`src/rtl/mb_digit_decoder.sv`:
```
// Sequential radix-4 Modified Booth digit decoder: rebuilds a 2*NDIG-bit word from
// one/two/sign digits arriving LSD first, and returns it over a valid/ready handshake.
module mb_digit_decoder #(
  parameter int NDIG = 16
) (
  input  logic                clk,
  input  logic                rst_n,
  input  logic                in_valid,
  output logic                in_ready,
  input  logic                in_one,
  input  logic                in_two,
  input  logic                in_sign,
  output logic                out_valid,
  input  logic                out_ready,
  output logic [2*NDIG-1:0]   out_data,
  output logic                out_err
);

  // state     | meaning
  // S_IDLE    | no digit of the current word taken yet; acc/cnt/err are zero
  // S_COLLECT | at least one digit taken, waiting for the rest
  // S_DONE    | word complete, presented on out_* until out_ready

  localparam int DW = 2 * NDIG;
  localparam int AW = DW + 2;
  localparam int CW = (NDIG > 1) ? $clog2(NDIG) : 1;

  typedef enum logic [1:0] {
    S_IDLE    = 2'd0,
    S_COLLECT = 2'd1,
    S_DONE    = 2'd2
  } state_t;

  state_t          state_q, state_d;
  logic [CW-1:0]   cnt_q, cnt_d;
  logic [AW-1:0]   acc_q, acc_d;
  logic            err_q, err_d;
  logic            in_ready_q, in_ready_d;
  logic            out_valid_q, out_valid_d;
  logic [DW-1:0]   out_data_q, out_data_d;
  logic            out_err_q, out_err_d;

  logic [AW-1:0]   mag;
  logic [AW-1:0]   shifted;
  logic [AW-1:0]   term;
  logic            illegal;
  logic            accept;
  logic            last;

  // Digit term by shift and two's-complement negate; the illegal one=two=1 code adds 0.
  always_comb begin
    mag = '0;
    if (in_one && !in_two) begin
      mag = AW'(1);
    end else if (in_two && !in_one) begin
      mag = AW'(2);
    end
    shifted = mag << {cnt_q, 1'b0};
    term    = in_sign ? (~shifted + AW'(1)) : shifted;
  end

  assign illegal = in_one && in_two;
  assign accept  = in_valid && in_ready_q;
  assign last    = (cnt_q == CW'(NDIG - 1));

  always_comb begin
    state_d     = state_q;
    cnt_d       = cnt_q;
    acc_d       = acc_q;
    err_d       = err_q;
    in_ready_d  = in_ready_q;
    out_valid_d = out_valid_q;
    out_data_d  = out_data_q;
    out_err_d   = out_err_q;

    case (state_q)
      S_IDLE, S_COLLECT: begin
        if (accept) begin
          acc_d   = acc_q + term;
          err_d   = err_q | illegal;
          cnt_d   = cnt_q + CW'(1);
          state_d = S_COLLECT;
          if (last) begin
            state_d     = S_DONE;
            in_ready_d  = 1'b0;
            out_valid_d = 1'b1;
            out_data_d  = acc_d[DW-1:0];
            out_err_d   = err_d;
          end
        end
      end
      S_DONE: begin
        if (out_ready) begin
          state_d     = S_IDLE;
          cnt_d       = '0;
          acc_d       = '0;
          err_d       = 1'b0;
          in_ready_d  = 1'b1;
          out_valid_d = 1'b0;
          out_data_d  = '0;
          out_err_d   = 1'b0;
        end
      end
      default: begin
        state_d     = S_IDLE;
        cnt_d       = '0;
        acc_d       = '0;
        err_d       = 1'b0;
        in_ready_d  = 1'b1;
        out_valid_d = 1'b0;
        out_data_d  = '0;
        out_err_d   = 1'b0;
      end
    endcase
  end

  always_ff @(posedge clk or negedge rst_n) begin
    if (!rst_n) begin
      state_q     <= S_IDLE;
      cnt_q       <= '0;
      acc_q       <= '0;
      err_q       <= 1'b0;
      in_ready_q  <= 1'b1;
      out_valid_q <= 1'b0;
      out_data_q  <= '0;
      out_err_q   <= 1'b0;
    end else begin
      state_q     <= state_d;
      cnt_q       <= cnt_d;
      acc_q       <= acc_d;
      err_q       <= err_d;
      in_ready_q  <= in_ready_d;
      out_valid_q <= out_valid_d;
      out_data_q  <= out_data_d;
      out_err_q   <= out_err_d;
    end
  end

  assign in_ready  = in_ready_q;
  assign out_valid = out_valid_q;
  assign out_data  = out_data_q;
  assign out_err   = out_err_q;

endmodule

```
`config.mk`:
```
export PLATFORM = sky130hd
export DESIGN_NAME = mb_digit_decoder
export DESIGN_NICKNAME = d
export VERILOG_FILES = /design/src/rtl/mb_digit_decoder.sv
export SDC_FILE = /design/constraint.sdc
export NUM_CORES = 1
export LEC_CHECK = 0
export CORE_UTILIZATION = 64
export DETAILED_ROUTE_END_ITERATION = 7
export GPL_ROUTABILITY_DRIVEN = 0
export PLACE_DENSITY = 0.86
export SLEW_MARGIN = 20
export SYNTH_ARGS = -nofsm -noshare
export SYNTH_HDL_FRONTEND = slang
export SYNTH_SLANG_ARGS = --single-unit
```
`constraint.sdc`:
```
create_clock -name clk -period 7 [get_ports clk]
set_clock_uncertainty 0.15 [all_clocks]
set_input_delay 1.4 -clock clk [delete_from_list [all_inputs] [get_ports clk]]
set_output_delay 1.4 -clock clk [all_outputs]
set_load 0.01 [all_outputs]
```
# Word level (Yosys, flattened, before mapping)
# Cells that the tools add are included.
# W data, S select, Z words.
# word_totals
ff_bits	76
input_bits	7
output_inout_bits	35
wordCells	60
# op_classes
addsub	3
n_eq_ne	6
shift	1
muxes	30
bitwise_logic	2
n_reduce_logical	10
# op_table
cell	count
$mux W34	4
$mux W32	3
$pmux W34 S2	1
$pmux W32 S2	1
$add A34 B1 Y34 const B	1
$add A34 B34 Y34	1
$not A34 Y34	1
$shl A34 B5 Y34	1
$mux W1	9
$mux W2	4
$mux W4	2
$pmux W1 S2	4
$pmux W4 S2	1
$ne A2 B2 Y1 const B	3
$add A4 B1 Y4 const B	1
$eq A4 B4 Y1 const B	1
$logic_and A1 B1 Y1	4
$pmux W2 S2	1
$reduce_and A3 Y1	1
$eq A2 B1 Y1 const B	1
$eq A2 B2 Y1 const B	1
$logic_not A1 Y1	2
$logic_not A2 Y1	1
$reduce_and A2 Y1	1
2 further kinds	2

# Longest topological paths before layout
# Gate-level depths: netlist of the first run.
# depth
depth_word	12
ltp_mapped	19
ltp_nobuf	19

# Worst setup path after synthesis of the first run
# No wires, ideal clock.
# synth_timing
path_type	input -> register
start	input in_two
end	register acc_q[31]
setup_ns	0.126
arrival_ns	5.041
t_required_ns	6.724
slack_ns	1.683
stages	17
n_path_buf	1
cell_sequence	nor2b_1 -> clkbuf_1 -> nand3_1 -> ha_1 -> o21ai_1 -> o21ai_0 -> a22oi_1 -> o22ai_1 -> ha_1 -> nand2_2 -> or4_4 -> a211oi_2 -> o21ai_1 -> o211ai_2 -> a41oi_4 -> a31o_1 -> a221o_1
# synth_between
elab_chain_cells	10
elab_cells_between_ends	12
classes_between	add/sub (2); shift (1); mux (5); bitwise (1); reduce/logical (3)
# synth_rtl
item	line	source
start, declared	11	input logic in_two,
$logic_and A1 B1 Y1 / $logic_not A1 Y1 (equally long branches)	55, 53	
$mux W2 / $logic_and A1 B1 Y1 (equally long branches)	55, 53	
$mux W34 (*)	53	if (in_one && !in_two) begin
$shl A34 B5 Y34 (*)	58	shifted = mag << {cnt_q, 1'b0};
$not A34 Y34	59	term = in_sign ? (~shifted + AW'(1)) : shifted;
$add A34 B1 Y34	59	
$mux W34 (*)	59	
$add A34 B34 Y34 (*)	79	acc_d = acc_q + term;
$mux W34 (*)	78	if (accept) begin
$pmux W34 S2 (*)	76	case (state_q)
end signal, assigned	121	acc_q <= '0;
end signal, assigned	130	acc_q <= acc_d;
end, declared	36	logic [AW-1:0] acc_q, acc_d;
# Every way passes the cells marked *; elsewhere a longest branch is shown, timed or not. The select of a mux whose other input is x is not followed.
# A chain may end at the register's enable or synchronous reset.

# Worst setup path after layout of the first run
# Ends and elaborated chain as after synthesis.

==> impl_results.md, run 1 <==
- Status: finished, final reports clean
- Pwr per Cell Area: 162 mW/mm2
- Post-Syn Area: 0.00543 mm2
- Ys Warns: 0
- Post-DR vias/cell: between 6 and 7
- Diodes inserted: 0
- Cells after Synth: a little over 600
- Syn avg cell area: slightly below 9 um2
- Antenna Nets Post-Route: 0
- Crit Path Category: primary input to register
- Main flop type after synthesis: dfrtp_1
- Initial Util: 0.660
- RSZ-0062 raised after global routing: false
- Hold-fix buffers, CTS: 0
- Input/output buffers: between 40 and 50
- DIE AREA: about 0.009 mm2
- DIE WIDTH: approximately 94 um
- Max cap viols: 0
- Wirelength per Cell: between 15 and 20 um
- Area of the core region: a little over 0.008 mm2
- Worst-Margin Slew: approximately 1000 ps
- Routed wire length: approximately 13000 um
- Ports: 42
- Seq/Total Area, Yosys: 0.342
- Final critical-path share of the clock period: 0.905
- Setup TNS: 0 ps
- Syn Nets: about 660
- First-pass GRT wire length: 22500 um
- Hold Path Class: register to register
- Worst stage delay on the critical path: 530 ps
- Ys async rst share: 1.00
- Deepest clock path buffer count: 2
- Clk_lat worst skew: between 300 and 400 ps
- GR Overflow Total: 0
- Detailed Place HPWL: approximately 9400 um
- CTS tree: built
- Setup crit start kind: primary input
- CP cell instances: clkdlybuf4s50_1, nand2b_1, nor2_1, nand2_1, ha_1, o21ai_1, o21ai_0, a22oi_1, o22ai_1, ha_1, nand2_2, or4_4, a211oi_2, o21ai_1, o211ai_2, a41oi_4, a31o_1, a221o_1
- Fin crit period: ~6300 ps
- All-layer global routing usage: 0.323
- Post-synth EDFFs: 0
- Setup bufs post-CTS: 0
- Initial antenna violation count: 0
- PostCTS Resize Cnt: 0
- CTS clk-pin slew, worst paths: approximately 80 ps
- H-tree levels: 3
- Number of fill cells: 600
- Synth unique cells: 63
- DRT iter0 DRCs: 650
- Arr. time, crit path: 6420 ps
- Number of synthesized register bits: 74
- Largest net degree at the start of global routing: 75
- Peak VDD IR: about 0.000093 V
- Worst hold margin: about 330 ps
- Worst path slowest cell: clkdlybuf4s50_1
- Clock sinks: 74
- Std-Cell Rows: 33
- Final Max Tran Viols: 0
- Max Fclk: 0.158 GHz
- Worst Setup End Kind: register
- Number of remaining DRC errors: 0
- Crit path max fanout: 8
- Count of final setup violators: 0
- Nets@finish: around 700
- Vias in the first global route: 4641
- Slew margin rel.: 0.332
- CTS root buffer: clkbuf_8
- Final Hold Violating Endpoints: 0
- Proportion of layout cells with a drive suffix above 1: 0.0702
- CTS buffer count: 9
- Leak pwr: 2.81 nW
- Die Y: 94.1 um
- Pre-antenna DRT Iters: 6
- Vias: roughly 5000
- Req. time, crit path: 7090 ps
- P&R area growth vs syn: 12.8%
state kept, by name, summed over array words and instances (netlist names):
signal	cells
out_valid	1
out_err	1
out_data	32
state_q	2
cnt_q	4
err_q	1
acc_q	32
in_ready	1
cell usage in the layout (no fill, tap or decap), types with 3 or more instances in the layout:
cell / count
a211oi_1: 3
a21o_1: 16
a21oi_1: 37
a22o_1: 33
a22oi_1: 6
a31oi_1: 3
and2_1: 4
and3_1: 6
buf_4: 5
bufinv_16: 4
clkbuf_8: 12
clkdlybuf4s50_1: 40
dfrtp_1: 73
ha_1: 40
inv_1: 8
mux2_2: 12
nand2_1: 73
nand2b_1: 8
nand3_1: 15
nand4_1: 7
nor2_1: 49
nor2b_1: 9
nor3_1: 14
o211ai_1: 7
o21a_1: 7
o21ai_0: 38
o21ai_1: 7
o22ai_1: 6
o31ai_1: 15
o32ai_1: 4
or3_1: 4
xnor2_1: 21
xor2_1: 19
per-stage QoR:
| stage | util | power [mW] | cell area (um2) | worst slack, ps | std cells |
|---|---|---|---|---|---|
| final | 0.745 | 0.994 | 6120 | 668 | 746 |
| after global routing | 0.745 | 1.03 | 6120 | 487 | 746 |
| after CTS | 0.745 | 0.994 | 6120 | 869 | 746 |
| after detailed placement | 0.710 | 0.535 | 5830 | 545 | 730 |
| after global placement | 0.710 | 0.531 | 5830 | 756 | 730 |
| after floorplan | - | 0.504 | 5430 | 1680 | 615 |
critical path: cells and delay by family:
| kind | cells | cell delay [ps] |
|---|---|---|
| AO/OA/AOI/OAI | 10 | 2260 |
| adder cells (fa/ha/maj) | 2 | 650 |
| AND/OR/NAND/NOR | 5 | 1560 |
| buffers and inverters | 1 | 530 |
path summary, 6_finish.rpt:
check / slack (ps) / cells past startpoint / to / startpoint
setup / recovery: 670 / 18 / acc_q[31] / in_two
hold / removal: 330 / 2 / out_data[10] / out_data[10]
setup reg to reg: 1760 / 16 / acc_q[31] / cnt_q[1]
hold reg to reg: 330 / 2 / out_data[10] / out_data[10]
max in group asynchronous: 5090 / 1 / acc_q[31] / rst_n
min in group asynchronous: 1020 / 1 / out_data[12] / rst_n
cell type report:
class                   instances  area [um2]  area share
multi-input cells             498        3380       0.553
flip-flops and latches         74        1850       0.303
repair buffers                 45         438      0.0716
clock buffers                  12         165      0.0270
well taps                     105         131      0.0215
clock inverters                 4         120      0.0196
inverters                       8        30.0     0.00491
power breakdown:
part           switching, mW  total (mW)  internal, mW
clock                  0.162       0.465         0.302
sequential                 0       0.427         0.427
combinational         0.0678       0.102        0.0342
Yosys cell counts (7+ instances only):
cell	instances	area, um2
a21o_1	16	120
a21oi_1	37	185
a22o_1	33	289
clkbuf_1	28	105
dfrtp_1	73	1830
ha_1	40	500
inv_1	8	30.0
mux2_2	12	135
nand2_1	73	274
nand2b_1	8	50.1
nand3_1	15	75.1
nand4_1	7	43.8
nor2_1	50	188
nor2b_1	9	56.3
nor3_1	14	70.1
o211ai_1	7	52.6
o21a_1	7	52.6
o21ai_0	38	190
o21ai_1	7	35.0
o31ai_1	15	113
xnor2_1	21	184
xor2_1	19	166
metal layers:
metal | share of wire | GRT usage | vias up
met5 | 0 | 0 | -
met2 | 0.47 | 0.524 | 266
li1 | - | - | 2305
met3 | 0.072 | 0.0502 | 37
met4 | 0.028 | 0.118 | 0
met1 | 0.43 | 0.435 | 2387
cell families after synthesis:
family | count (synthesis) | synth area share
simple gates | 198 | 0.167
flops | 74 | 0.342
compound gates | 206 | 0.267
xor+xnor | 40 | 0.0646
buf+inv | 43 | 0.0371
fa+ha+maj | 41 | 0.0959
mux | 13 | 0.0268
No activity file was read; power rests on OpenSTA's default activity.
==> run 2: changes to the inputs <==
--- a/config.mk
+++ b/config.mk
@@ -5,11 +5,12 @@
 export SDC_FILE = /design/constraint.sdc
 export NUM_CORES = 1
 export LEC_CHECK = 0
-export CORE_UTILIZATION = 64
+export CORE_UTILIZATION = 60
 export DETAILED_ROUTE_END_ITERATION = 7
 export GPL_ROUTABILITY_DRIVEN = 0
-export PLACE_DENSITY = 0.86
+export PLACE_DENSITY = 0.82
 export SLEW_MARGIN = 20
 export SYNTH_ARGS = -nofsm -noshare
 export SYNTH_HDL_FRONTEND = slang
 export SYNTH_SLANG_ARGS = --single-unit
+export TNS_END_PERCENT = 30
==> constraint.sdc (replaced) <==
create_clock -name clk -period 5.86 [get_ports clk]
set_clock_uncertainty 0.15 [all_clocks]
set_input_delay 1.172 -clock clk [delete_from_list [all_inputs] [get_ports clk]]
set_output_delay 1.172 -clock clk [all_outputs]
set_load 0.01 [all_outputs]
==> run 2 against run 1 <==
Flip-flop and latch count unchanged. Critical path depth did not move. First-iteration DRC count is 40% lower. Count of clock-buffer cells in the layout decreased by 2. Largest cell class unchanged. Global-route usage down 1.8 points. Combinational power increased by 25%. Via count rose by 1.1%.
==> impl_results.md, run 2 (synthesis results as in run 1) <==
- Post-route cell area: approximately 0.0062 mm2
- DRT iter0 DRCs: just under 400
- Std-Cell Rows: 34
- Pre-antenna DRT Iters: 6
- Number of remaining DRC errors: 0
- Hold-fix buffers, CTS: 0
- Diodes inserted: 0
- Setup crit start kind: primary input
- Final critical-path share of the clock period: 0.924
- Final Hold Violating Endpoints: 0
- Max cap viols: 0
- H-tree levels: 3
- Initial Util: 0.622
- Final Instance Count excl. Fillers: about 770
- Area of the core region: around 0.0087 mm2
- CTS buffer count: 9
- Worst stage delay on the critical path: about 540 ps
- Placed cells: around 750
- CP cell instances: clkdlybuf4s50_1, nor2b_1, buf_4, o21ai_0, o21ai_1, buf_4, a31oi_1, a21oi_1, o32ai_1, ha_1, nand2_1, or4_4, a211oi_2, o21ai_1, o211ai_2, a41oi_4, a31o_1, a221o_1
- Detailed Place HPWL: just under 10000 um
- Worst-Margin Slew: a little over 1000 ps
- CTS root buffer: clkbuf_8
- Clock sinks: between 70 and 80
- Post-DR vias/cell: 6.60
- CTS clk-pin slew, worst paths: around 90 ps
- Hold Path Class: register to register
- Worst path slowest cell: clkdlybuf4s50_1
- All-layer global routing usage: 0.305
- Ports: between 40 and 50
- Wirelength per Cell: around 18 um
- Max Fclk: around 0.18 GHz
- DIE AREA: around 0.0094 mm2
- M3 GR Usage: 0.0576
- GR Overflow Total: 0
- DIE WIDTH: just under 100 um
- Crit Path Category: primary input to register
- Count of final setup violators: 0
- Leak pwr: 2.88 nW
- Worst Setup End Kind: register
- Die Y: around 97 um
- Core Util, Final: 0.715
- Vias: between 5000 and 6000
- Initial antenna violation count: 0
- Proportion of layout cells with a drive suffix above 1: 0.0928
- Clk_lat worst skew: ~370 ps
- Req. time, crit path: just under 6000 ps
- PostCTS Resize Cnt: 0
- Final Max Tran Viols: 0
- Nets@finish: 700
- Input/output buffers: a little over 40
- Placed Area: around 0.0060 mm2
- Deepest clock path buffer count: 2
- Setup bufs post-CTS: 0
- Largest net degree at the start of global routing: 75
- Arr. time, crit path: around 5500 ps
- Pwr per Cell Area: roughly 190 mW/mm2
- Antenna Nets Post-Route: 0
- Commonest non-fill, non-tap cells in the layout: nand2_1 (73), dfrtp_1 (73), nor2_1 (49), ha_1 (40), clkdlybuf4s50_1 (40)
- RSZ-0062 raised after global routing: false
- GR peak layer: met2
- Slew margin rel.: 0.314
- CTS tree: built
- First-pass GRT wire length: ~23000 um
- Routed wire length: approximately 14000 um
- Setup TNS: 0 ps
- Met2 GRT Util: 0.501
- Status: finished, final reports clean
- Vias in the first global route: about 4900
- Peak VDD IR: roughly 0.00014 V
- P&R area growth vs syn: 14.9%
- M1 GR Usage: 0.392
- Fin crit period: 5410 ps
- Crit path max fanout: 13
## run 2: cell count changes in the layout (fill, tap and decap cells not counted)
| cell | before | now |
|---|---|---|
| buf_4 | 5 | 21 |
| clkbuf_8 | 12 | 10 |
| clkinvlp_4 | 0 | 1 |
| inv_6 | 0 | 1 |
## run 2: path summary, 6_finish.rpt
kind / from / end / slack (ps) / cells after the start
max: in_two / acc_q[31] / 450 / 18
min: out_data[9] / out_data[9] / 330 / 2
max reg2reg: cnt_q[3] / acc_q[31] / 910 / 17
min reg2reg: out_data[9] / out_data[9] / 330 / 2
max in group asynchronous: rst_n / out_data[25] / 4180 / 1
min in group asynchronous: rst_n / out_data[10] / 790 / 1
## run 2: routing by layer
| layer | vias up | part of all wire |
|---|---|---|
| li1 | 2343 | - |
| met1 | 2413 | 0.43 |
| met2 | 236 | 0.47 |
| met3 | 58 | 0.069 |
| met4 | 0 | 0.036 |
| met5 | - | 0 |
## run 2: worst max-delay path: cells and delay by family
family	cells	cell delay [ps]
AOI/OAI and AO/OA	11	2350
buffers and inverters	3	900
and+or+nand+nor	3	840
adders and majority gates	1	250
## run 2: layout make-up
type / instances / area, um2
sequential: 74 / 1850
timing repair buffer: 61 / 558
multi-input combinational: 498 / 3380
clock buffer: 10 / 138
fill: 655 / 2490
clock inverter: 6 / 136
inverter: 8 / 30.0
tap: 108 / 135
## run 2: stage by stage
stage                     power [mW]  setup slack [ps]  hold WS, ps
after detailed placement       0.646               148          316
after global routing            1.22               282          355
after CTS                       1.19               534          334
final                           1.18               447          328
after global placement         0.641               404          309
after floorplan                0.602               771          305
## run 2: power by group
part | switching, mW | internal (mW) | total, mW | leakage [nW]
Combinational | 0.0827 | 0.0458 | 0.128 | 1.72
Clock | 0.206 | 0.339 | 0.545 | 0.133
Sequential | 0 | 0.510 | 0.510 | 1.03
